--- src/rtl/trail_unwind_if.sv ---
// rtl/trail_unwind_if.sv - request, trail-port and result bundle for trail_unwind
//
// Purpose: groups the signals of the backtrack stage into one bundle.
//   master : conflict-analysis side plus trail owner (drives the request and
//            the trail read data, observes pops/unassigns/pushes/status)
//   slave  : the trail_unwind block itself
// Signals:
//   start, backtrack_level, asserting_lit, learned_clause_id, trail_height : request
//   trail_read_idx / trail_read_var / trail_read_level                     : trail read port
//   trail_pop, unassign_valid, unassign_var                                : unwind actions
//   push_valid, push_var, push_value, push_level, push_reason              : implied push
//   busy, done, popped_count, level_out                                    : status
interface trail_unwind_if #(
  parameter int LEVEL_W = 16,
  parameter int TRAIL_W = 16,
  parameter int VAR_W   = 32
);
  logic                start;
  logic [LEVEL_W-1:0]  backtrack_level;
  logic signed [31:0]  asserting_lit;
  logic [15:0]         learned_clause_id;
  logic [TRAIL_W-1:0]  trail_height;

  logic [TRAIL_W-1:0]  trail_read_idx;
  logic [VAR_W-1:0]    trail_read_var;
  logic [LEVEL_W-1:0]  trail_read_level;

  logic                trail_pop;
  logic                unassign_valid;
  logic [VAR_W-1:0]    unassign_var;

  logic                push_valid;
  logic [VAR_W-1:0]    push_var;
  logic                push_value;
  logic [LEVEL_W-1:0]  push_level;
  logic [15:0]         push_reason;

  logic                busy;
  logic                done;
  logic [TRAIL_W-1:0]  popped_count;
  logic [LEVEL_W-1:0]  level_out;

  modport master (
    output start, backtrack_level, asserting_lit, learned_clause_id, trail_height,
    output trail_read_var, trail_read_level,
    input  trail_read_idx, trail_pop, unassign_valid, unassign_var,
    input  push_valid, push_var, push_value, push_level, push_reason,
    input  busy, done, popped_count, level_out
  );

  modport slave (
    input  start, backtrack_level, asserting_lit, learned_clause_id, trail_height,
    input  trail_read_var, trail_read_level,
    output trail_read_idx, trail_pop, unassign_valid, unassign_var,
    output push_valid, push_var, push_value, push_level, push_reason,
    output busy, done, popped_count, level_out
  );
endinterface

--- src/rtl/trail_unwind.sv ---
// rtl/trail_unwind.sv - backtrack stage: pop trail above target level, then push asserting literal
//
// Purpose: on start, pops every trail entry whose level exceeds the target
//   level (newest first, one per cycle), unassigning each popped variable,
//   then pushes the asserting literal as an implied assignment at the target
//   level with the learned clause as reason.
// Ports:
//   clk   : clock, all state on rising edge
//   reset : asynchronous active-low reset
//   bus   : trail_unwind_if.slave (request, trail read port, actions, status)
module trail_unwind #(
  parameter int LEVEL_W = 16,
  parameter int TRAIL_W = 16,
  parameter int VAR_W   = 32
) (
  input  logic           clk,
  input  logic           reset,
  trail_unwind_if.slave  bus
);

  typedef enum logic [1:0] {
    S_IDLE   = 2'd0,
    S_UNWIND = 2'd1,
    S_ASSERT = 2'd2,
    S_DONE   = 2'd3
  } state_t;

  state_t              state;
  state_t              state_nx;

  logic [TRAIL_W-1:0]  ptr;
  logic [LEVEL_W-1:0]  level_q;
  logic [31:0]         lit_q;
  logic [15:0]         reason_q;
  logic [TRAIL_W-1:0]  popped_q;
  logic [LEVEL_W-1:0]  level_out_q;

  logic                do_pop;
  logic                do_push;
  logic [TRAIL_W-1:0]  read_idx;
  logic [31:0]         lit_mag;

  // Two's-complement magnitude; the most negative literal maps to 2^31,
  // which still fits the unsigned 32-bit result.
  assign lit_mag = lit_q[31] ? (~lit_q + 32'd1) : lit_q;

  always_comb begin
    state_nx = state;
    do_pop   = 1'b0;
    do_push  = 1'b0;
    read_idx = '0;
    case (state)
      S_IDLE: begin
        if (bus.start) state_nx = S_UNWIND;
      end
      S_UNWIND: begin
        // Never address ptr-1 when ptr is 0: the read would wrap to the top.
        if (ptr != '0) begin
          read_idx = ptr - TRAIL_W'(1);
          do_pop   = (bus.trail_read_level > level_q);
        end
        // The trail is level-monotone, so the first entry at or below the
        // target level ends the unwind.
        if (!do_pop) state_nx = S_ASSERT;
      end
      S_ASSERT: begin
        do_push  = (lit_q != 32'd0);
        state_nx = S_DONE;
      end
      S_DONE: begin
        state_nx = S_IDLE;
      end
      default: state_nx = S_IDLE;
    endcase
  end

  always_ff @(posedge clk or negedge reset) begin
    if (!reset) begin
      state       <= S_IDLE;
      ptr         <= '0;
      level_q     <= '0;
      lit_q       <= '0;
      reason_q    <= '0;
      popped_q    <= '0;
      level_out_q <= '0;
    end else begin
      state <= state_nx;
      if (state == S_IDLE && bus.start) begin
        level_q  <= bus.backtrack_level;
        lit_q    <= bus.asserting_lit;
        reason_q <= bus.learned_clause_id;
        ptr      <= bus.trail_height;
        popped_q <= '0;
      end
      if (do_pop) begin
        ptr      <= ptr - TRAIL_W'(1);
        popped_q <= popped_q + TRAIL_W'(1);
      end
      if (state == S_DONE) level_out_q <= level_q;
    end
  end

  assign bus.trail_read_idx = read_idx;
  assign bus.trail_pop      = do_pop;
  assign bus.unassign_valid = do_pop;
  assign bus.unassign_var   = do_pop ? bus.trail_read_var : '0;

  // Push fields are held at zero outside the push cycle so that idle and
  // reset present an all-zero interface.
  assign bus.push_valid  = do_push;
  assign bus.push_var    = do_push ? VAR_W'(lit_mag) : '0;
  assign bus.push_value  = do_push & ~lit_q[31];
  assign bus.push_level  = do_push ? level_q : '0;
  assign bus.push_reason = do_push ? reason_q : '0;

  assign bus.busy         = (state != S_IDLE);
  assign bus.done         = (state == S_DONE);
  assign bus.popped_count = popped_q;
  assign bus.level_out    = level_out_q;

endmodule

--- src/flat_wrapper.sv ---
// flat-port wrapper written by rule: the top's interface ports become plain ports
module trail_unwind_flat 
#(
  parameter int LEVEL_W = 16,
  parameter int TRAIL_W = 16,
  parameter int VAR_W   = 32
)
  (clk, reset, bus_start, bus_backtrack_level, bus_asserting_lit, bus_learned_clause_id, bus_trail_height, bus_trail_read_var, bus_trail_read_level, bus_trail_read_idx, bus_trail_pop, bus_unassign_valid, bus_unassign_var, bus_push_valid, bus_push_var, bus_push_value, bus_push_level, bus_push_reason, bus_busy, bus_done, bus_popped_count, bus_level_out);
  trail_unwind_if #(.LEVEL_W(LEVEL_W), .TRAIL_W(TRAIL_W), .VAR_W(VAR_W)) bus_i ();
  input  logic clk;
  input  logic reset;
  input wire logic [$bits(bus_i.start)-1:0] bus_start;
  input wire logic [$bits(bus_i.backtrack_level)-1:0] bus_backtrack_level;
  input wire logic [$bits(bus_i.asserting_lit)-1:0] bus_asserting_lit;
  input wire logic [$bits(bus_i.learned_clause_id)-1:0] bus_learned_clause_id;
  input wire logic [$bits(bus_i.trail_height)-1:0] bus_trail_height;
  input wire logic [$bits(bus_i.trail_read_var)-1:0] bus_trail_read_var;
  input wire logic [$bits(bus_i.trail_read_level)-1:0] bus_trail_read_level;
  output wire logic [$bits(bus_i.trail_read_idx)-1:0] bus_trail_read_idx;
  output wire logic [$bits(bus_i.trail_pop)-1:0] bus_trail_pop;
  output wire logic [$bits(bus_i.unassign_valid)-1:0] bus_unassign_valid;
  output wire logic [$bits(bus_i.unassign_var)-1:0] bus_unassign_var;
  output wire logic [$bits(bus_i.push_valid)-1:0] bus_push_valid;
  output wire logic [$bits(bus_i.push_var)-1:0] bus_push_var;
  output wire logic [$bits(bus_i.push_value)-1:0] bus_push_value;
  output wire logic [$bits(bus_i.push_level)-1:0] bus_push_level;
  output wire logic [$bits(bus_i.push_reason)-1:0] bus_push_reason;
  output wire logic [$bits(bus_i.busy)-1:0] bus_busy;
  output wire logic [$bits(bus_i.done)-1:0] bus_done;
  output wire logic [$bits(bus_i.popped_count)-1:0] bus_popped_count;
  output wire logic [$bits(bus_i.level_out)-1:0] bus_level_out;
  assign bus_i.start = bus_start;
  assign bus_i.backtrack_level = bus_backtrack_level;
  assign bus_i.asserting_lit = bus_asserting_lit;
  assign bus_i.learned_clause_id = bus_learned_clause_id;
  assign bus_i.trail_height = bus_trail_height;
  assign bus_i.trail_read_var = bus_trail_read_var;
  assign bus_i.trail_read_level = bus_trail_read_level;
  assign bus_trail_read_idx = bus_i.trail_read_idx;
  assign bus_trail_pop = bus_i.trail_pop;
  assign bus_unassign_valid = bus_i.unassign_valid;
  assign bus_unassign_var = bus_i.unassign_var;
  assign bus_push_valid = bus_i.push_valid;
  assign bus_push_var = bus_i.push_var;
  assign bus_push_value = bus_i.push_value;
  assign bus_push_level = bus_i.push_level;
  assign bus_push_reason = bus_i.push_reason;
  assign bus_busy = bus_i.busy;
  assign bus_done = bus_i.done;
  assign bus_popped_count = bus_i.popped_count;
  assign bus_level_out = bus_i.level_out;
  trail_unwind #(.LEVEL_W(LEVEL_W), .TRAIL_W(TRAIL_W), .VAR_W(VAR_W)) u_core (.clk(clk), .reset(reset), .bus(bus_i));
endmodule
--- config.mk ---
export PLATFORM = sky130hd
export DESIGN_NAME = trail_unwind_flat
export DESIGN_NICKNAME = d
export VERILOG_FILES = /design/src/rtl/trail_unwind_if.sv /design/src/rtl/trail_unwind.sv /design/src/flat_wrapper.sv
export SDC_FILE = /design/constraint.sdc
export NUM_CORES = 1
export LEC_CHECK = 0
export ABC_CLOCK_PERIOD_IN_PS = 4900
export CORE_MARGIN = 4
export CORE_UTILIZATION = 35
export CTS_CLUSTER_DIAMETER = 50
export CTS_CLUSTER_SIZE = 28
export DETAILED_ROUTE_END_ITERATION = 10
export PLACE_DENSITY = 0.68
export SYNTH_ARGS = -nofsm -noshare
export SYNTH_HDL_FRONTEND = slang
export SYNTH_SLANG_ARGS = --single-unit
--- constraint.sdc ---
create_clock -name clk -period 4.9 [get_ports clk]
set_input_delay 0.735 -clock clk [delete_from_list [all_inputs] [get_ports clk]]
set_output_delay 0.735 -clock clk [all_outputs]
set_load 0.02 [all_outputs]
==> metrics.csv, run 1 <==
metric,value,unit
outcome,completed,
dp_slack,0.389,ns
synth_warnings,0,
syn_area,6730,sq um
timing.slew.headroom,24.2,%
critPathRequiredTime,4.16,ns
htree_num_levels,4,
dr.first_iter.drc_count,244,
antenna_cells,0,
synth_area_leader_cell,dfrtp_1,
num-nets-final,1131,
route.final.wire_length,21.5,mm
synthSimpleGateAreaFrac,19.9,%
ys_seq_area_share,42.4,%
count_of_different_cell_masters_after_synthesis,56,
detail_route.drc_violations,0,
numPortBuffers,280,
die_y,147,microns
synth_top_family_by_area,simple AND/OR/NAND/NOR gates,
clock_sink_total,114,
synth_nets,860,
syn2layout_area_growth,53.7,%
clock_tree.buffer_depth,2,
first_global_vias,6170,
synth-edff-count,0,
drt-pass1-iter-count,4,
crit_slowest_cell,nor2_2,
timing.critical_path.from_type,input pin,
max_slew.worst_pin.slew,1.14,ns
finalHoldViolCount,0,
tritoncts,done,
worstHoldPathType,in2async,
post_layout_utilization_of_the_core,54.9,%
p_leak,4.29,nW
dp_cells,1217,
grt_pass1_wl,33.6,mm
synth_compound_area_share,12.0,%
setup_ws,0.430,ns
critPathMaxStageDelay,0.83,ns
ys_ff_latch,114,
cts_resized,0,
detailed_place_hpwl,16.2,mm
vdd.ir_drop.worst,0.269,mV
fraction_of_final_layout_cells_sized_beyond_drive_strength_1,13.1,%
max_capacitance_violation_count,0,
setup_viol,0,
rows,50,
detail_route.vias_per_cell,5.01,
finalInstanceArea,10300,sq um
post-route-period-util,91.2,%
fillers,1696,
final_cells,1246,
max_clock_freq,224,MHz
synth_area_per_cell,9.55,sq um
fin_crit,4.47,ns
post-synth-top-count-cell,dfrtp_1,
post_drt_wl_per_cell,17.3,microns
synth_top_flop_cell,dfrtp_1,
power_density,638,nW/um^2
synth_async_sr_flop_share,100,%
worst-path-max-fanout,34,
placeableCoreArea,18800,sq um
timing.final.max_slew_violations,0,
top_level_ports,281,
floorplan.initialDensity,35.7,%
grt_start_max_net_pins,56,
synth.top_cells.by_count,"114 x dfrtp_1, 68 x nor2_1, 64 x mux2_2, 52 x nand2_1, 51 x o21ai_0",
crit_path_end_kind,output port,
crit_chain,clkdlybuf4s50_1 > ha_1 > nand4_1 > nor4_1 > buf_4 > nor2_2 > buf_4 > nand2_4 > inv_2 > clkdlybuf4s50_1,
synth_instances,705,
grtUsageTotal,19.7,%
final.setup.tns,0,ns
place_congestion,0.825,
synth_area_leaders,"dfrtp_1 42%, mux2_2 11%, ha_1 4.5%",
overflow,0,
clk-insertion-delay-late,0.41,ns
yosys-mux-area-fraction,11.3,%
synth_top_cell_area_share,42.4,%
ant_nets,0,
cts-buffers-inserted,17,
post-cts-setup-buffer-count,0,
clock_slew_at_the_register_clock_pins_of_the_worst_setup_and_hold_paths,0.06,ns
detailroute.via_count,6241,
ff2ff_setup_slack,1.40,ns
synth_xor_area_share,5.34,%
die_w,147,microns
grt_antenna_before_repair,0,
floorplan.die_area,21500,sq um
crit_type,in2out,
adder_cell_share_of_the_synthesized_area,4.46,%
cp.arrival,3.74,ns
cts_hold_repair.buffers,0,
clk_root_buffer_cell,clkbuf_16,
clock_skew,0.0106,ns
grt_setup_unrepaired,no,
place_area,9760,sq um
-- placed cells by master, fill, tap and decap left out, types with 24 or more instances in the layout --
cell | netlist | final
dfrtp_1 | 114 | 114
mux2_2 | 64 | 64
ha_1 | 24 | 24
inv_1 | 34 | 34
nand2_1 | 52 | 52
o21ai_0 | 51 | 51
xor2_1 | 27 | 27
nor2_1 | 68 | 68
clkdlybuf4s50_1 | 0 | 279
and3_1 | 41 | 41
-- per-stage QoR --
step | hold slack, ns | total power, W
detailed placement | 0.487 | 0.00539
finish | 0.387 | 0.00660
global placement | 0.481 | 0.00534
floorplan | 0.439 | 0.00391
CTS | 0.397 | 0.00668
global route | 0.434 | 0.00704
-- layout make-up --
cell class	count	area, sq um	share of cell area [%]
Multi-Input combinational cell	517	3570	34.5
Clock inverter	10	136	1.32
Tap cell	260	325	3.14
Timing Repair Buffer	290	2880	27.8
Inverter	36	135	1.31
Sequential cell	114	2850	27.6
Clock buffer	19	453	4.38
-- cells by family (layout without fill, tap and decap cells) --
kind of cell	count (synthesis)	after routing
AOI/OAI and AO/OA	123	123
xor gates and xnor gates	41	41
adders and majority gates	24	24
buffers and inverters	74	355
DFF	114	114
muxes	68	68
and+or+nand+nor	261	261
-- metal layers --
metal	vias to the layer above	routed length, microns	track usage (%)
li1	3014	-	-
met1	2956	8870	24.1
met2	242	10500	32.6
met3	29	1650	5.99
met4	0	494	7.34
met5	-	0	0
-- final timing paths --
check,end,cells past startpoint,from
min,u_core.lit_q[25],1,reset
max in group asynchronous,u_core.bus.level_out[0],2,reset
min reg2reg,u_core.reason_q[1],1,u_core.reason_q[1]
max,bus_trail_pop,10,bus_trail_read_level[15]
min in group clk,u_core.reason_q[1],1,u_core.reason_q[1]
max reg2reg,u_core.state[1],11,u_core.ptr[0]
-- worst max-delay path: cells and delay by family --
kind                     cells  cell delay [ns]
buffers and inverters        5             1.50
adder cells (fa/ha/maj)      1             0.32
AND/OR/NAND/NOR              4             1.16
-- where the power goes --
part / switching, W / total [W] / leakage, nW / internal (W)
clock: 0.000434 / 0.00125 / 0.283 / 0.000815
sequential: 0.000395 / 0.00175 / 1.37 / 0.00136
combinational: 0.00189 / 0.00360 / 2.63 / 0.00171
total: 0.00272 / 0.00660 / 4.29 / 0.00388
-- state kept, by name (all words and copies together) (netlist names) --
register                 flops
u_core.bus.level_out        16
u_core.ptr                  16
u_core.reason_q             16
u_core.lit_q                32
u_core.state                 2
u_core.bus.popped_count     16
u_core.level_q              16
No activity file was read; power rests on OpenSTA's default activity.
==> run 2: changes to the inputs <==
--- a/config.mk
+++ b/config.mk
@@ -7,11 +7,11 @@
 export LEC_CHECK = 0
 export ABC_CLOCK_PERIOD_IN_PS = 4900
 export CORE_MARGIN = 4
-export CORE_UTILIZATION = 35
+export CORE_UTILIZATION = 41
 export CTS_CLUSTER_DIAMETER = 50
 export CTS_CLUSTER_SIZE = 28
 export DETAILED_ROUTE_END_ITERATION = 10
-export PLACE_DENSITY = 0.68
+export PLACE_DENSITY = 0.77
 export SYNTH_ARGS = -nofsm -noshare
 export SYNTH_HDL_FRONTEND = slang
 export SYNTH_SLANG_ARGS = --single-unit
==> metrics.csv, run 2 (synthesis results as in run 1) <==
metric,value,unit,change
outcome,completed,,unchanged
grt_pass1_wl,32.7,mm,was 33.6 mm
met2_wirelength,10.5,mm,about the same
detailed_place_hpwl,16.1,mm,was 16.2 mm
post-cts-setup-buffer-count,0,,unchanged
tritoncts,done,,unchanged
num-nets-final,1130,,"was 1,131"
overflow,0,,unchanged
worst_r2r_endpoint,u_core.state[1],,unchanged
p_leak,4.26,nW,was 4.29 nW
timing.slew.headroom,20.2,%,was 24.2%
mostFrequentLayoutCell,clkdlybuf4s50_1,,unchanged
crit_slowest_cell,nor2_2,,unchanged
detailroute.via_count,6304,,"was 6,241"
reg2reg_from,u_core.ptr[0],,unchanged
dr.max_layer_used,met4,,unchanged
max_clock_freq,223,MHz,was 224 MHz
crit_path_end_kind,output port,,unchanged
layout_common_cells,"279 x clkdlybuf4s50_1, 114 x dfrtp_1, 68 x nor2_1",,unchanged
critPathMaxStageDelay,0.88,ns,was 0.83 ns
clk_root_buffer_cell,clkbuf_16,,unchanged
numPortBuffers,280,,unchanged
fraction_of_final_layout_cells_sized_beyond_drive_strength_1,13.0,%,was 13.1%
cts-buffers-inserted,17,,unchanged
largest_register_ffs,32,,unchanged
floorplan.die_area,18500,sq um,"was 21,500 sq um"
rows,46,,was 50
drt-pass1-iter-count,4,,unchanged
route.final.wire_length,21.3,mm,was 21.5 mm
grt_start_max_net_pins,73,,was 56
crit_type,in2out,,unchanged
power_density,635,nW/um^2,was 638 nW/um^2
finalHoldViolCount,0,,unchanged
cts_resized,0,,unchanged
critPathRequiredTime,4.16,ns,about the same
worstHoldPathType,in2async,,unchanged
setup_viol,0,,unchanged
cts_hold_repair.buffers,0,,unchanged
vdd.ir_drop.worst,0.330,mV,was 0.269 mV
detail_route.vias_per_cell,5.24,,was 5.01
antenna_cells,0,,unchanged
cp.arrival,3.74,ns,about the same
top_level_ports,281,,unchanged
final.setup.tns,0,ns,unchanged
largest-register,u_core.lit_q,,unchanged
worst-path-max-fanout,34,,unchanged
floorplan.initialDensity,42.1,%,was 35.7%
crit_chain,clkdlybuf4s50_1 > ha_1 > nand4_1 > nor4_1 > buf_4 > nor2_2 > and3_1 > clkdlybuf4s50_1,,was clkdlybuf4s50_1 > ha_1 > nand4_1 > nor4_1 > buf_4 > nor2_2 > buf_4 > nand2_4 > inv_2 > clkdlybuf4s50_1
placeableCoreArea,16000,sq um,"was 18,800 sq um"
dr.first_iter.drc_count,335,,was 244
setup.worst_path.end,bus_unassign_var[5],,was bus_trail_pop
htree_num_levels,4,,unchanged
timing.final.max_slew_violations,0,,unchanged
die_w,136,microns,was 147 microns
place_congestion,0.843,,was 0.825
post_drt_wl_per_cell,17.7,microns,was 17.3 microns
clock_tree.buffer_depth,2,,unchanged
detail_route.wirelength.met1,8.57,mm,was 8.87 mm
total_power,0.00649,W,was 0.00660 W
most_frequent_cell_on_the_critical_path,clkdlybuf4s50_1,,
die_y,136,microns,was 147 microns
fin_crit,4.48,ns,was 4.47 ns
ff2ff_setup_slack,1.55,ns,was 1.40 ns
ant_nets,0,,unchanged
first_global_vias,6300,,"was 6,170"
dp_slack,0.394,ns,was 0.389 ns
clock_slew_at_the_register_clock_pins_of_the_worst_setup_and_hold_paths,0.05,ns,was 0.06 ns
grtUsageTotal,22.7,%,was 19.7%
clock_sink_total,114,,unchanged
crit_path_start,bus_trail_read_level[14],,was bus_trail_read_level[15]
clk-insertion-delay-late,0.41,ns,about the same
setup_ws,0.422,ns,was 0.430 ns
max_capacitance_violation_count,0,,unchanged
detailroute.wirelength.met3,1.72,mm,was 1.65 mm
post-route-period-util,91.4,%,was 91.2%
detail_route.drc_violations,0,,unchanged
grt_setup_unrepaired,no,,unchanged
timing.critical_path.from_type,input pin,,unchanged
syn2layout_area_growth,52.0,%,was 53.7%
reg2reg_depth,10,,was 11
clock_skew,0.00807,ns,was 0.0106 ns
max_slew.worst_pin.slew,1.20,ns,was 1.14 ns
grt_antenna_before_repair,0,,unchanged
==> run 2: cell types whose count changed in the layout (fill, tap and decap cells not counted), sizes merged <==
cell,before,now
bufinv,3,1
clkinvlp,3,4
clkbuf,19,20
buf,11,10
clkinv,4,6
==> run 2: report_power, final <==
| part | internal [W] | switching, W |
|---|---|---|
| registers | 0.00136 | 0.000408 |
| clock network | 0.000700 | 0.000426 |
| logic | 0.00171 | 0.00190 |
==> run 2: final cells by class <==
class                           count  area, sq um
Multi-Input combinational cell    517         3570
Sequential cell                   114         2850
Tap cell                          216          270
Inverter                           36          135
Clock buffer                       20          447
Fill cell                        1382         5770
Timing Repair Buffer              289         2870
Clock inverter                     11         90.1
==> run 2: how the worst min path moves through the flow <==
stage,startpoint,end
after floorplan,reset,u_core.bus.level_out[0]
after global placement,u_core.reason_q[11],u_core.reason_q[11]
after detailed placement,u_core.level_q[13],u_core.bus.level_out[13]
after CTS,reset,u_core.reason_q[9]
after global routing,u_core.level_q[13],u_core.bus.level_out[13]
final,reset,u_core.lit_q[21]
==> run 2: stage by stage <==
step	hold WS [ns]	area, sq um	utilization [%]	cells
global placement	0.482	9690	60.6	1172
CTS	0.485	10200	63.9	1203
floorplan	0.439	6730	-	705
global route	0.511	10200	63.9	1203
detailed placement	0.488	9690	60.6	1172
finish	0.443	10200	63.9	1203
==> run 2: per-layer routing <==
layer / track usage (%) / vias up
met5: 0 / -
met4: 8.34 / 0
met3: 7.03 / 36
met2: 38.9 / 252
met1: 26.9 / 3012
li1: - / 3004
==> run 2: critical path, delay by kind of cell <==
kind / cells / cell delay (ns)
buffers and inverters: 3 / 1.18
and+or+nand+nor: 4 / 1.49
adders and majority gates: 1 / 0.33
